$ cat config.mk
export PLATFORM = sky130hd
export DESIGN_NAME = maxpool_unit
export DESIGN_NICKNAME = d
export VERILOG_FILES = /design/src/rtl/nn_pkg.sv /design/src/rtl/pool_line_buf.sv /design/src/rtl/maxpool_unit.sv
export SDC_FILE = /design/constraint.sdc
export NUM_CORES = 1
export LEC_CHECK = 0
export ABC_AREA = 1
export CAP_MARGIN = 20
export CORE_ASPECT_RATIO = 0.5
export CORE_MARGIN = 8
export CORE_UTILIZATION = 46
export DETAILED_ROUTE_END_ITERATION = 10
export PLACE_DENSITY = 0.66
export REMOVE_ABC_BUFFERS = 1
export SLEW_MARGIN = 0
export SYNTH_ARGS = -nofsm -noshare
export SYNTH_HDL_FRONTEND = slang
export SYNTH_SLANG_ARGS = --single-unit
$ cat constraint.sdc
create_clock -name clk -period 5.08 [get_ports clk]
set_clock_uncertainty 0.15 [all_clocks]
set_input_delay 1.016 -clock clk [delete_from_list [all_inputs] [get_ports clk]]
set_output_delay 1.016 -clock clk [all_outputs]
set_load 0.005 [all_outputs]
$ cat src/rtl/nn_pkg.sv
// Shared definitions for the small CNN datapath blocks.
// Max-pool state encoding, pooling window size and an unsigned max helper.
// Pure declarations; no clocked logic lives here.
package nn_pkg;

  typedef enum logic [1:0] {
    MP_IDLE = 2'd0,
    MP_TOP  = 2'd1,
    MP_BOT  = 2'd2,
    MP_DROP = 2'd3
  } mp_state_t;

  localparam int POOL_SIZE = 2;

  // Widest pixel the helper handles; callers zero-extend in and truncate out.
  localparam int MAX_W = 32;

  function automatic logic [MAX_W-1:0] max2(input logic [MAX_W-1:0] a,
                                            input logic [MAX_W-1:0] b);
    return (a > b) ? a : b;
  endfunction

endpackage

$ cat src/rtl/pool_line_buf.sv
// Half-row store of partial maxima from the top row of each pooling window.
// Write lands on the clock edge; read is combinational from the flops.
// No flow control: the parent decides when a write happens.
module pool_line_buf #(
  parameter int N     = 8,
  parameter int DEPTH = 2,
  parameter int AW    = 1
) (
  input  logic          clk,
  input  logic          wr_en,
  input  logic [AW-1:0] wr_idx,
  input  logic [N-1:0]  wr_dat,
  input  logic [AW-1:0] rd_idx,
  output logic [N-1:0]  rd_dat
);

  logic [N-1:0] mem [DEPTH];

  // Data-only storage: contents are meaningless until the top row writes them.
  always_ff @(posedge clk) begin
    if (wr_en) mem[wr_idx] <= wr_dat;
  end

  assign rd_dat = mem[rd_idx];

endmodule

$ cat src/rtl/maxpool_unit.sv
// Streaming 2x2 stride-2 max pool over a raster-order post-ReLU pixel stream.
// Latency: pooled pixel is valid 1 cycle after the window's bottom-right beat.
// No backpressure: every din_vld beat is consumed; gaps simply hold all state.
module maxpool_unit
  import nn_pkg::*;
#(
  parameter int N       = 8,
  parameter int IN_SIZE = 4
) (
  input  logic         clk,
  input  logic         rst_n,
  input  logic         clr,
  input  logic         din_vld,
  input  logic [N-1:0] din,
  output logic [N-1:0] pool_dout,
  output logic         pool_dout_vld,
  output logic         pool_dout_end
);

  localparam int OUT_SIZE = IN_SIZE / POOL_SIZE;
  localparam int CW       = (IN_SIZE > 1) ? $clog2(IN_SIZE) : 1;
  localparam int AW       = (OUT_SIZE > 1) ? $clog2(OUT_SIZE) : 1;
  localparam bit ODD_SIZE = (IN_SIZE % 2) == 1;
  localparam logic [CW-1:0] LAST_IDX = CW'(IN_SIZE - 1);
  localparam logic [CW-1:0] LAST_BOT = CW'(2 * OUT_SIZE - 1);

  mp_state_t     state;
  mp_state_t     cur;
  mp_state_t     wrap_state;
  logic [CW-1:0] col;
  logic [CW-1:0] row;
  logic [CW-1:0] col_half;
  logic [N-1:0]  h;
  logic [N-1:0]  lbuf_rd;
  logic [N-1:0]  top_max;
  logic [N-1:0]  win_max;
  logic          accept;
  logic          col_last;
  logic          row_last;
  logic          col_used;
  logic          lbuf_we;

  assign accept   = din_vld && !clr;
  assign col_last = (col == LAST_IDX);
  assign row_last = (row == LAST_IDX);
  // With an odd width the trailing column never belongs to a window.
  assign col_used = !ODD_SIZE || !col_last;
  // The first beat of a frame is already a top-row pixel.
  assign cur      = (state == MP_IDLE) ? MP_TOP : state;
  assign col_half = col >> 1;

  assign top_max  = N'(max2(MAX_W'(h), MAX_W'(din)));
  assign win_max  = N'(max2(MAX_W'(lbuf_rd), MAX_W'(top_max)));
  assign lbuf_we  = accept && (cur == MP_TOP) && col[0] && col_used;

  // Row-type sequencing applied when a row's last beat is accepted.
  always_comb begin
    wrap_state = MP_IDLE;
    case (cur)
      MP_TOP:  wrap_state = MP_BOT;
      MP_BOT:  wrap_state = (row != LAST_BOT) ? MP_TOP :
                            (ODD_SIZE ? MP_DROP : MP_IDLE);
      default: wrap_state = MP_IDLE;
    endcase
  end

  pool_line_buf #(
    .N     (N),
    .DEPTH (OUT_SIZE),
    .AW    (AW)
  ) u_lbuf (
    .clk    (clk),
    .wr_en  (lbuf_we),
    .wr_idx (col_half[AW-1:0]),
    .wr_dat (top_max),
    .rd_idx (col_half[AW-1:0]),
    .rd_dat (lbuf_rd)
  );

  // Raster position, row-type FSM, horizontal pair register and pooled output.
  always_ff @(posedge clk or negedge rst_n) begin
    if (!rst_n) begin
      state         <= MP_IDLE;
      col           <= '0;
      row           <= '0;
      h             <= '0;
      pool_dout     <= '0;
      pool_dout_vld <= 1'b0;
      pool_dout_end <= 1'b0;
    end else if (clr) begin
      state         <= MP_IDLE;
      col           <= '0;
      row           <= '0;
      pool_dout_vld <= 1'b0;
      pool_dout_end <= 1'b0;
    end else begin
      pool_dout_vld <= 1'b0;
      pool_dout_end <= 1'b0;
      if (accept) begin
        if (col_last) begin
          col   <= '0;
          row   <= row_last ? '0 : row + CW'(1);
          state <= wrap_state;
        end else begin
          col   <= col + CW'(1);
          state <= cur;
        end
        if (!col[0] && col_used) h <= din;
        if ((cur == MP_BOT) && col[0] && col_used) begin
          pool_dout     <= win_max;
          pool_dout_vld <= 1'b1;
        end
        if (col_last && row_last) pool_dout_end <= 1'b1;
      end
    end
  end

endmodule

==> summary.md, run 1 <==
| Metric | Value |
|---|---|
| Clk_lat worst skew | `310 ps` |
| Cell family with most CP delay | `simple AND/OR/NAND/NOR gates` |
| Post-synthesis cell area | `2290 um2` |
| Main synth FF type | `dfrtp_1` |
| Critical Path Max Stage Delay | `490 ps` |
| Crit share post-route | `76.3%` |
| Post-cts sizing count | `0` |
| Layout Nets | `323` |
| Top-area cell type share of the netlist area | `26.3%` |
| Vias in the first global route | `1,796` |
| Mapped Avg Cell Area | `8.66 um2` |
| Clock share of power | `33.7%` |
| Die ar. | `7620 um2` |
| Layout cells sized above 1 | `8.84%` |
| Final wirelength | `4.89 mm` |
| Slowest stage cell on the critical path | `clkdlybuf4s50_1` |
| Post-DP HPWL | `3.82 mm` |
| Switch Pwr | `279 uW` |
| Sequential Power Share | `40.9%` |
| Root buffer cell | `clkbuf_8` |
| Iter 0 DRT Violations | `77` |
| RD Place Congestion | `0.889` |
| Area of the multi-input gates | `1030 um2` |
| Slew margin rel. | `66.7%` |
| Post-synth EDFFs | `16` |
| Global-route wire length before repair | `8.53 mm` |
| Pre-Repair DR Iteration Count | `5` |
| Min Tclk post-route | `3880 ps` |
| RSZ-0062 raised after global routing | `no` |
| Avg WL per Cell | `13.4 um` |
| Seq cells post-synth | `40` |
| Post-synth top area cell | `dfrtp_1` |
| Arrival time worst endpoint | `3920 ps` |
| # port buffers | `21` |
| Ys async rst share | `60.0%` |
| # setup viols final | `0` |
| Status | `completed` |
| P_leak | `0.00137 uW` |
| Design area | `2740 um2` |
| Internal | `646 uW` |
| Critical path peak fanout | `9` |
| Commonest non-fill, non-tap cell in the layout | `nand2_1` |
| Clock sink count | `40` |
| Cells after Synth | `264` |
| Global Route Usage Sum | `14.6%` |
| Starting Density | `47.0%` |
| Sequential-to-total area share from yosys stat | `47.3%` |
| DR vias/cell | `4.93` |
| Most frequent CP cell | `nand2_1` |
| CP Buf/Inv Count | `5` |
| CTS Buf Count | `5` |
| Final Max Tran Viols | `0` |
| YS warnings | `0` |
| P per Cell Area | `337 nW/um2` |
| Layout area overhead | `19.9%` |
| Ports | `22` |
| Sw Share | `30.1%` |
| CP required | `5130 ps` |
| Final setup TNS | `0 ps` |
| Peak supply drop | `147 uV` |
| GRT overflow | `0` |
| FP Rows | `18` |
| CP Cell Sequence | `clkdlybuf4s50_1, inv_1, ha_1, nand2_1, nor2_1, nor2_1, nand2_4, nand2_4, nand2_1, nand2_1, inv_1, ha_1, nand2_1, inv_1, nand2_1, nand2_1, nand2_1, nand2_2, nand3_1, nand2_1, inv_1, nand2_1, nand2_1` |
| Final worst slack | `1200 ps` |
| Distinct cells, synth | `27` |
| Initial antenna violation count | `0` |
| Reg area | `1080 um2` |
| Worst Max-Slew Pin Slew | `496 ps` |
| Hold Fails Final Rpt | `0` |
| Setup crit end kind | `flop` |
| Post-route ant nets | `0` |
| Worst hold path type | `reg -> reg` |
| CP startpoint kind | `primary input` |
| Die X | `116 um` |
| Htree depth | `2` |
| CTS Hold Bufs | `0` |
| Most frequent cells in the layout | `nand2_1, inv_1, nand3_1, dfrtp_1, clkdlybuf4s50_1` |
| Die Y | `65.8 um` |
| Routed vias | `1,793` |
| Max-cap violation count | `0` |
| Post-CTS Setup Inserts | `0` |
| CTS Buffer Depth | `2` |
| Critical path class | `in -> reg` |
| Fill cells | `452` |
| Cell Area, Placed | `2580 um2` |
| # DRC | `0` |
| Core area | `4860 um2` |
| Synth top area cells | `dfrtp_1, edfxtp_1, nand2_1` |
| CTS tree | `built` |
| Pin count of the biggest net entering global routing | `25` |
| Combinational Power Share | `25.3%` |
| Dpl ws | `889 ps` |
| Clock slew at reported path FFs | `80 ps` |
| Max Fclk | `0.258 GHz` |
| ANT cells | `0` |
## per-stage QoR
step                      hold WS (ps)  cells  util [%]  power [uW]
after floorplan                    322    262         -         548
after global placement             314    354      52.9         607
after detailed placement           315    355      53.0         615
after CTS                          336    363      55.8         930
after global routing               357    364      56.3         986
final                              332    364      56.3         925
## registers in the layout (all words and copies together), names as in the netlist
register / count
u_lbuf.mem: 16
h: 8
pool_dout: 8
col: 2
row: 2
state: 2
pool_dout_end: 1
pool_dout_vld: 1
## path summary, 6_finish.rpt
| check | startpoint | endpoint | slack [ps] | depth (start not counted) |
|---|---|---|---|---|
| max | din[7] | pool_dout[5] | 1200 | 23 |
| min | pool_dout[2] | pool_dout[2] | 330 | 2 |
| min in group asynchronous | rst_n | pool_dout_end | 840 | 1 |
| max in group asynchronous | rst_n | col[1] | 3540 | 2 |
| min reg2reg | pool_dout[2] | pool_dout[2] | 330 | 2 |
| max reg2reg | h[7] | pool_dout[5] | 2090 | 21 |
## worst min-delay path, cell delays in order, from the launching register on
cell and delay (ps):
dfrtp_1 350, nand2_1 50, nand2_1 50
## cell usage after synthesis (2+ instances only)
library cell  count
inv_2             2
dfrtp_1          24
nor2_2            2
a21oi_1           8
o21ai_0          13
nor2_1            5
edfxtp_1         16
nand2_4           3
ha_1             18
nor3_1            4
nand3_1          26
inv_1            41
o21ai_2           4
or2_0             7
nand2_1          78
nor2_4            2
## layer usage
| metal | track usage, % | share of wire (%) | up-vias |
|---|---|---|---|
| met2 | 21.9 | 44 | 28 |
| li1 | - | - | 915 |
| met3 | 3.01 | 3.5 | 10 |
| met1 | 19.7 | 50 | 840 |
| met4 | 7.20 | 2.4 | 0 |
| met5 | 0 | 0 | - |
## final cells by class
class / instances / area share, %
flip-flops and latches: 40 / 39.5
multi-input cells: 179 / 37.5
repair buffers: 24 / 9.13
inverters: 43 / 5.89
well taps: 70 / 3.20
clock buffers: 6 / 2.65
clock inverters: 2 / 2.19
## kinds of logic (layout without fill, tap and decap cells)
family / count (synthesis) / in the layout / synth area share (%)
buf+inv: 45 / 75 / 7.77
compound gates: 29 / 29 / 7.39
simple gates: 130 / 130 / 26.9
xor+xnor: 1 / 1 / 0.383
fa+ha+maj: 18 / 18 / 9.85
mux: 1 / 1 / 0.438
flops: 40 / 40 / 47.3
## power by group through the flow
stage	combinational, uW	sequential, uW	clock [uW]
after floorplan	168	381	0
after global placement	222	385	0
after detailed placement	229	385	0
after CTS	231	378	321
after global routing	273	381	332
final	234	378	312
(Power assumes the default switching activity.)
==> inputs of run 2 (changes only) <==
clock period = 3.85 ns   (was 5.08 ns; I/O delays follow)
==> summary.md, run 2 (synthesis gave the netlist of run 1 again) <==
| Metric | Value |
|---|---|
| Most frequent CP cell | `nand2_1` |
| Crit path capture | `pool_dout[5]` |
| Die Y | `65.8 um (unchanged)` |
| Regs by FF count | `u_lbuf.mem (16), h (8), pool_dout (8)` |
| Post-route ant nets | `0 (unchanged)` |
| Worst Max-Slew Pin Slew | `610 ps (+113 ps)` |
| CTS Hold Bufs | `0 (unchanged)` |
| FP Rows | `18 (unchanged)` |
| Layout cells sized above 1 | `9.76% (+0.92 points)` |
| Iter 0 DRT Violations | `108 (+40%)` |
| Max reg flops | `16 (unchanged)` |
| Commonest non-fill, non-tap cell in the layout | `nand2_1` |
| Post-CTS Setup Inserts | `0 (unchanged)` |
| Avg WL per Cell | `13.5 um (+0.22%)` |
| P_leak | `0.00135 uW (-0.77%)` |
| Total power | `1090 uW (+18%)` |
| Min Tclk post-route | `3610 ps` |
| Final hold slack | `329 ps (-3.18 ps)` |
| CTS Buffer Depth | `2 (unchanged)` |
| Largest reg by FF count | `u_lbuf.mem` |
| Final design utilization | `55.8% (-0.49 points)` |
| GRT overflow | `0 (unchanged)` |
| Max Fclk | `0.277 GHz` |
| CTS tree | `built` |
| CP startpoint kind | `primary input` |
| Crit path launch | `din[7]` |
| Routed vias | `1,810 (+0.95%)` |
| Pin count of the biggest net entering global routing | `25 (unchanged)` |
| Clock sink count | `40 (unchanged)` |
| Clock share of power | `24.6% (-9.1 points)` |
| Worst R2R Path Depth | `21 (unchanged)` |
| Vias in the first global route | `1,746 (-2.8%)` |
| # DRC | `0 (unchanged)` |
| Ports | `22 (unchanged)` |
| Crit share post-route | `93.8%` |
| DR vias/cell | `4.93 (+0.12%)` |
| Starting Density | `47.0% (unchanged)` |
| Final Max Tran Viols | `0 (unchanged)` |
| Critical path peak fanout | `9 (unchanged)` |
| CTS Buf Count | `5 (unchanged)` |
| Arrival time worst endpoint | `3640 ps (-280 ps)` |
| RR Startpoint | `h[7]` |
| Final worst slack | `239 ps (-965 ps)` |
| Slowest stage cell on the critical path | `clkdlybuf4s50_1` |
| Reg2reg setup slack | `880 ps (-1210 ps)` |
| Pre-Repair DR Iteration Count | `4 (-1)` |
| Status | `completed` |
| Clock slew at reported path FFs | `80 ps (about the same)` |
| Die X | `116 um (unchanged)` |
| Most frequent cells in the layout | `nand2_1, inv_1, nand3_1, dfrtp_1, clkdlybuf4s50_1` |
| Sw Share | `33.8% (+3.7 points)` |
| Hold Fails Final Rpt | `0 (unchanged)` |
| Initial antenna violation count | `0 (unchanged)` |
| Internal | `723 uW (+12%)` |
| Layout Nets | `326 (+0.93%)` |
| Slew margin rel. | `59.2% (-7.4 points)` |
| Clk_lat worst skew | `290 ps (-20 ps)` |
| CP required | `3880 ps (-1250 ps)` |
| Fill cells | `447 (-1.1%)` |
| Setup crit end kind | `flop` |
| Dpl ws | `-55.5 ps (-944 ps)` |
| # setup viols final | `0 (unchanged)` |
| Peak supply drop | `241 uV (+64%)` |
| Core area | `4860 um2 (unchanged)` |
| RD Place Congestion | `0.793 (-11%)` |
| Sequential Power Share | `45.8% (+4.9 points)` |
| Combinational Power Share | `29.6% (+4.3 points)` |
| P per Cell Area | `402 nW/um2 (+19%)` |
| Post-DP HPWL | `3.85 mm (+1.0%)` |
| # port buffers | `21 (unchanged)` |
| ANT cells | `0 (unchanged)` |
| Final setup TNS | `0 ps (unchanged)` |
| Worst hold path type | `reg -> reg` |
| Root buffer cell | `clkbuf_8` |
| Max-cap violation count | `0 (unchanged)` |
| Critical Path Max Stage Delay | `490 ps (about the same)` |
| RR Endpoint | `pool_dout[5]` |
| CP Cell Sequence | `clkdlybuf4s50_1, inv_1, ha_1, nand2_1, nor2_1, nor2_1, nand2_4, nand2_4, nand2_1, nand2_1, inv_1, ha_1, nand2_1, nand2_1, nand2_1, nand2_1, nand2_1, nand2_4, nand3_1, nand2_1, inv_1, nand2_1, nand2_1` |
| Critical path class | `in -> reg` |
| Global Route Usage Sum | `14.0% (-0.59 points)` |
| Htree depth | `2 (unchanged)` |
| Layout area overhead | `18.8%` |
| RSZ-0062 raised after global routing | `yes` |
| Die ar. | `7620 um2 (unchanged)` |
| Switch Pwr | `370 uW (+33%)` |
| Post-cts sizing count | `0 (unchanged)` |
| Global-route wire length before repair | `8.42 mm (-1.2%)` |
| Final wirelength | `4.94 mm (+1.0%)` |
-- run 2: how the worst min path moves through the flow --
stage	from	end	slack [ps]	cells past startpoint
detailed placement	pool_dout[6]	pool_dout[6]	320	2
floorplan	rst_n	col[0]	320	0
global route	pool_dout[5]	pool_dout[5]	350	2
finish	pool_dout[4]	pool_dout[4]	330	2
global placement	pool_dout[6]	pool_dout[6]	310	2
CTS	pool_dout[5]	pool_dout[5]	340	2
-- run 2: stage by stage --
step	std cells	cell area [um2]
3_5_place_dp	358	2610
5_1_grt	367	2720
6_report	367	2720
4_1_cts	366	2690
2_1_floorplan	262	2270
3_3_place_gp	358	2610
-- run 2: area by class of cell --
cell class	count	area, um2	share of cell area, %
Sequential cell	40	1080	39.8
Clock buffer	5	68.8	2.53
Clock inverter	3	13.8	0.507
Inverter	43	161	5.94
Tap cell	70	87.6	3.22
Timing Repair Buffer	27	263	9.67
Multi-Input combinational cell	179	1040	38.3
-- run 2: power by group through the flow --
stage / sequential, uW / combinational, uW / clock, uW
global placement: 508 / 299 / 0
global route: 503 / 374 / 294
detailed placement: 509 / 309 / 0
floorplan: 502 / 221 / 0
finish: 500 / 324 / 269
CTS: 500 / 310 / 278
-- run 2: metal layers --
layer	global-route usage (%)	share of wire, %	up-vias
li1	-	-	919
met1	19.1	49	851
met2	22.2	46	38
met3	3.01	4.4	2
met4	3.36	0.55	0
met5	0	0	-
-- run 2: critical path: cells and delay by family --
| kind | cells | cell delay [ps] |
|---|---|---|
| adder cells (fa/ha/maj) | 2 | 650 |
| AND/OR/NAND/NOR | 17 | 1550 |
| buffers and inverters | 4 | 670 |
==> inputs of run 3 (changes only) <==
CTS_BUF_LIST = sky130_fd_sc_hd__clkbuf_4   (was default)
SKIP_LAST_GASP = 1   (was default)
==> summary.md, run 3 (synthesis gave the netlist of run 1 again) <==
| Metric | Value |
|---|---|
| Clock sink count | `40 (unchanged)` |
| Post-DP HPWL | `3.85 mm (unchanged)` |
| CTS Hold Bufs | `0 (unchanged)` |
| Final wirelength | `4.88 mm (-1.2%)` |
| Max Fclk | `0.280 GHz (+1.1%)` |
| Worst R2R Path Depth | `17 (-19%)` |
| Hold depth | `2 (unchanged)` |
| Avg WL per Cell | `13.3 um (-1.2%)` |
| Layout cells sized above 1 | `9.76% (unchanged)` |
| Slew margin rel. | `59.4% (+0.15 points)` |
| Pre-Repair DR Iteration Count | `4 (unchanged)` |
| Post-cts sizing count | `0 (unchanged)` |
| Die X | `116 um (unchanged)` |
| Status | `completed` |
| Peak supply drop | `210 uV (-13%)` |
| Design area | `2670 um2 (-1.7%)` |
| Area of the multi-input gates | `1030 um2 (-1.3%)` |
| Worst hold path type | `reg -> reg` |
| Root buffer cell | `clkbuf_4` |
| RSZ-0062 raised after global routing | `no` |
| CP startpoint kind | `primary input` |
| Max reg flops | `16 (unchanged)` |
| DR vias/cell | `4.91 (-0.44%)` |
| Reg area | `1080 um2 (unchanged)` |
| CTS tree | `built` |
| Global-route wire length before repair | `8.47 mm (+0.50%)` |
| Worst Max-Slew Pin Slew | `607 ps (-2.29 ps)` |
| Final design utilization | `54.9% (-0.93 points)` |
| Hold Fails Final Rpt | `0 (unchanged)` |
| Clock slew at reported path FFs | `120 ps (+40 ps)` |
| Ports | `22 (unchanged)` |
| Core area | `4860 um2 (unchanged)` |
| Iter 0 DRT Violations | `93 (-14%)` |
| Arrival time worst endpoint | `3670 ps (+30 ps)` |
| P_leak | `0.00134 uW (-1.0%)` |
| Post-route ant nets | `0 (unchanged)` |
| Vias in the first global route | `1,751 (+0.29%)` |
| Starting Density | `47.0% (unchanged)` |
| Die Y | `65.8 um (unchanged)` |
| RD Place Congestion | `0.793 (unchanged)` |
| RR Endpoint | `pool_dout[5]` |
| Layout Nets | `326 (unchanged)` |
| Clk_lat worst skew | `350 ps (+60 ps)` |
| ANT cells | `0 (unchanged)` |
| Min Tclk post-route | `3570 ps (-40.6 ps)` |
| Critical path class | `in -> reg` |
| FP Rows | `18 (unchanged)` |
| Initial antenna violation count | `0 (unchanged)` |
| CTS Buffer Depth | `2 (unchanged)` |
| Die ar. | `7620 um2 (unchanged)` |
| P per Cell Area | `382 nW/um2 (-5.0%)` |
| Setup crit end kind | `flop` |
| Critical path peak fanout | `9 (unchanged)` |
| Fill cells | `451 (+0.89%)` |
| Cell Area, Placed | `2610 um2 (unchanged)` |
| CP required | `3950 ps (+70 ps)` |
| Global Route Usage Sum | `14.1% (+0.12 points)` |
| Layout area overhead | `16.9%` |
| Crit share post-route | `92.7% (-1.1 points)` |
| Final worst slack | `280 ps (+40.6 ps)` |
| Htree depth | `2 (unchanged)` |
| # setup viols final | `0 (unchanged)` |
| Largest reg by FF count | `u_lbuf.mem` |
| # port buffers | `21 (unchanged)` |
| WHS Endpoint | `pool_dout[4]` |
| # DRC | `0 (unchanged)` |
| Min-delay src | `pool_dout[4]` |
| Routed vias | `1,802 (-0.44%)` |
| Dpl ws | `-55.5 ps (unchanged)` |
| Commonest non-fill, non-tap cell in the layout | `nand2_1` |
| Max-cap violation count | `0 (unchanged)` |
| Pin count of the biggest net entering global routing | `25 (unchanged)` |
| Reg2reg setup slack | `860 ps (-20 ps)` |
| CTS Buf Count | `5 (unchanged)` |
| Regs by FF count | `u_lbuf.mem (16), h (8), pool_dout (8)` |
| Final Max Tran Viols | `0 (unchanged)` |
| RR Startpoint | `h[7]` |
| GRT overflow | `0 (unchanged)` |
| Post-CTS Setup Inserts | `0 (unchanged)` |
| Most frequent cells in the layout | `nand2_1, inv_1, nand3_1, dfrtp_1, clkdlybuf4s50_1` |
## run 3: layout make-up
cell class | instances | share of cell area, %
flip-flops and latches | 40 | 40.5
multi-input cells | 179 | 38.5
repair buffers | 27 | 9.84
inverters | 43 | 6.04
clock inverters | 3 | 0.515
well taps | 70 | 3.28
clock buffers | 5 | 1.41
## run 3: where the power goes
group          internal (uW)  switching, uW
sequential               479           21.3
combinational            119            194
clock                   67.2            141
total                    665            356
## run 3: metrics by stage
step	TNS [ps]	hold WS (ps)	total power, uW	cells
global placement	0	311	807	358
finish	0	338	1020	367
CTS	0	349	1030	366
floorplan	0	322	723	262
detailed placement	-394	319	818	358
global route	0	357	1100	367
## run 3: worst max-delay path by stage
stage / slack [ps] / cells after the start / to / start
after floorplan: 760 / 17 / pool_dout[0] / din[7]
after global placement: 10 / 19 / pool_dout[4] / din[7]
after detailed placement: -60 / 19 / pool_dout[5] / din[7]
after CTS: 320 / 19 / pool_dout[4] / din[7]
after global routing: 10 / 21 / pool_dout[2] / din[3]
final: 280 / 19 / pool_dout[5] / din[7]
## run 3: critical path, stage by stage
cell and delay (ps):
clkdlybuf4s50_1 490, inv_1 70, ha_1 310, nand2_1 150
nor2_1 70, nor2_1 160, nand2_4 120, nand2_4 110
nand2_1 80, nand2_1 110, inv_1 60, ha_1 290
nand2_1 90, nor2_2 150, nand4_2 230, nand2_4 200
nand3_1 100, nand2_1 70, nand2_1 50
## run 3: routing by layer
| metal | up-vias | GRT usage [%] | wire length (um) |
|---|---|---|---|
| met5 | - | 0 | 0 |
| met4 | 0 | 4.32 | 44 |
| met3 | 4 | 3.01 | 191 |
| met2 | 34 | 22.2 | 2200 |
| met1 | 842 | 19.1 | 2440 |
| li1 | 922 | - | - |
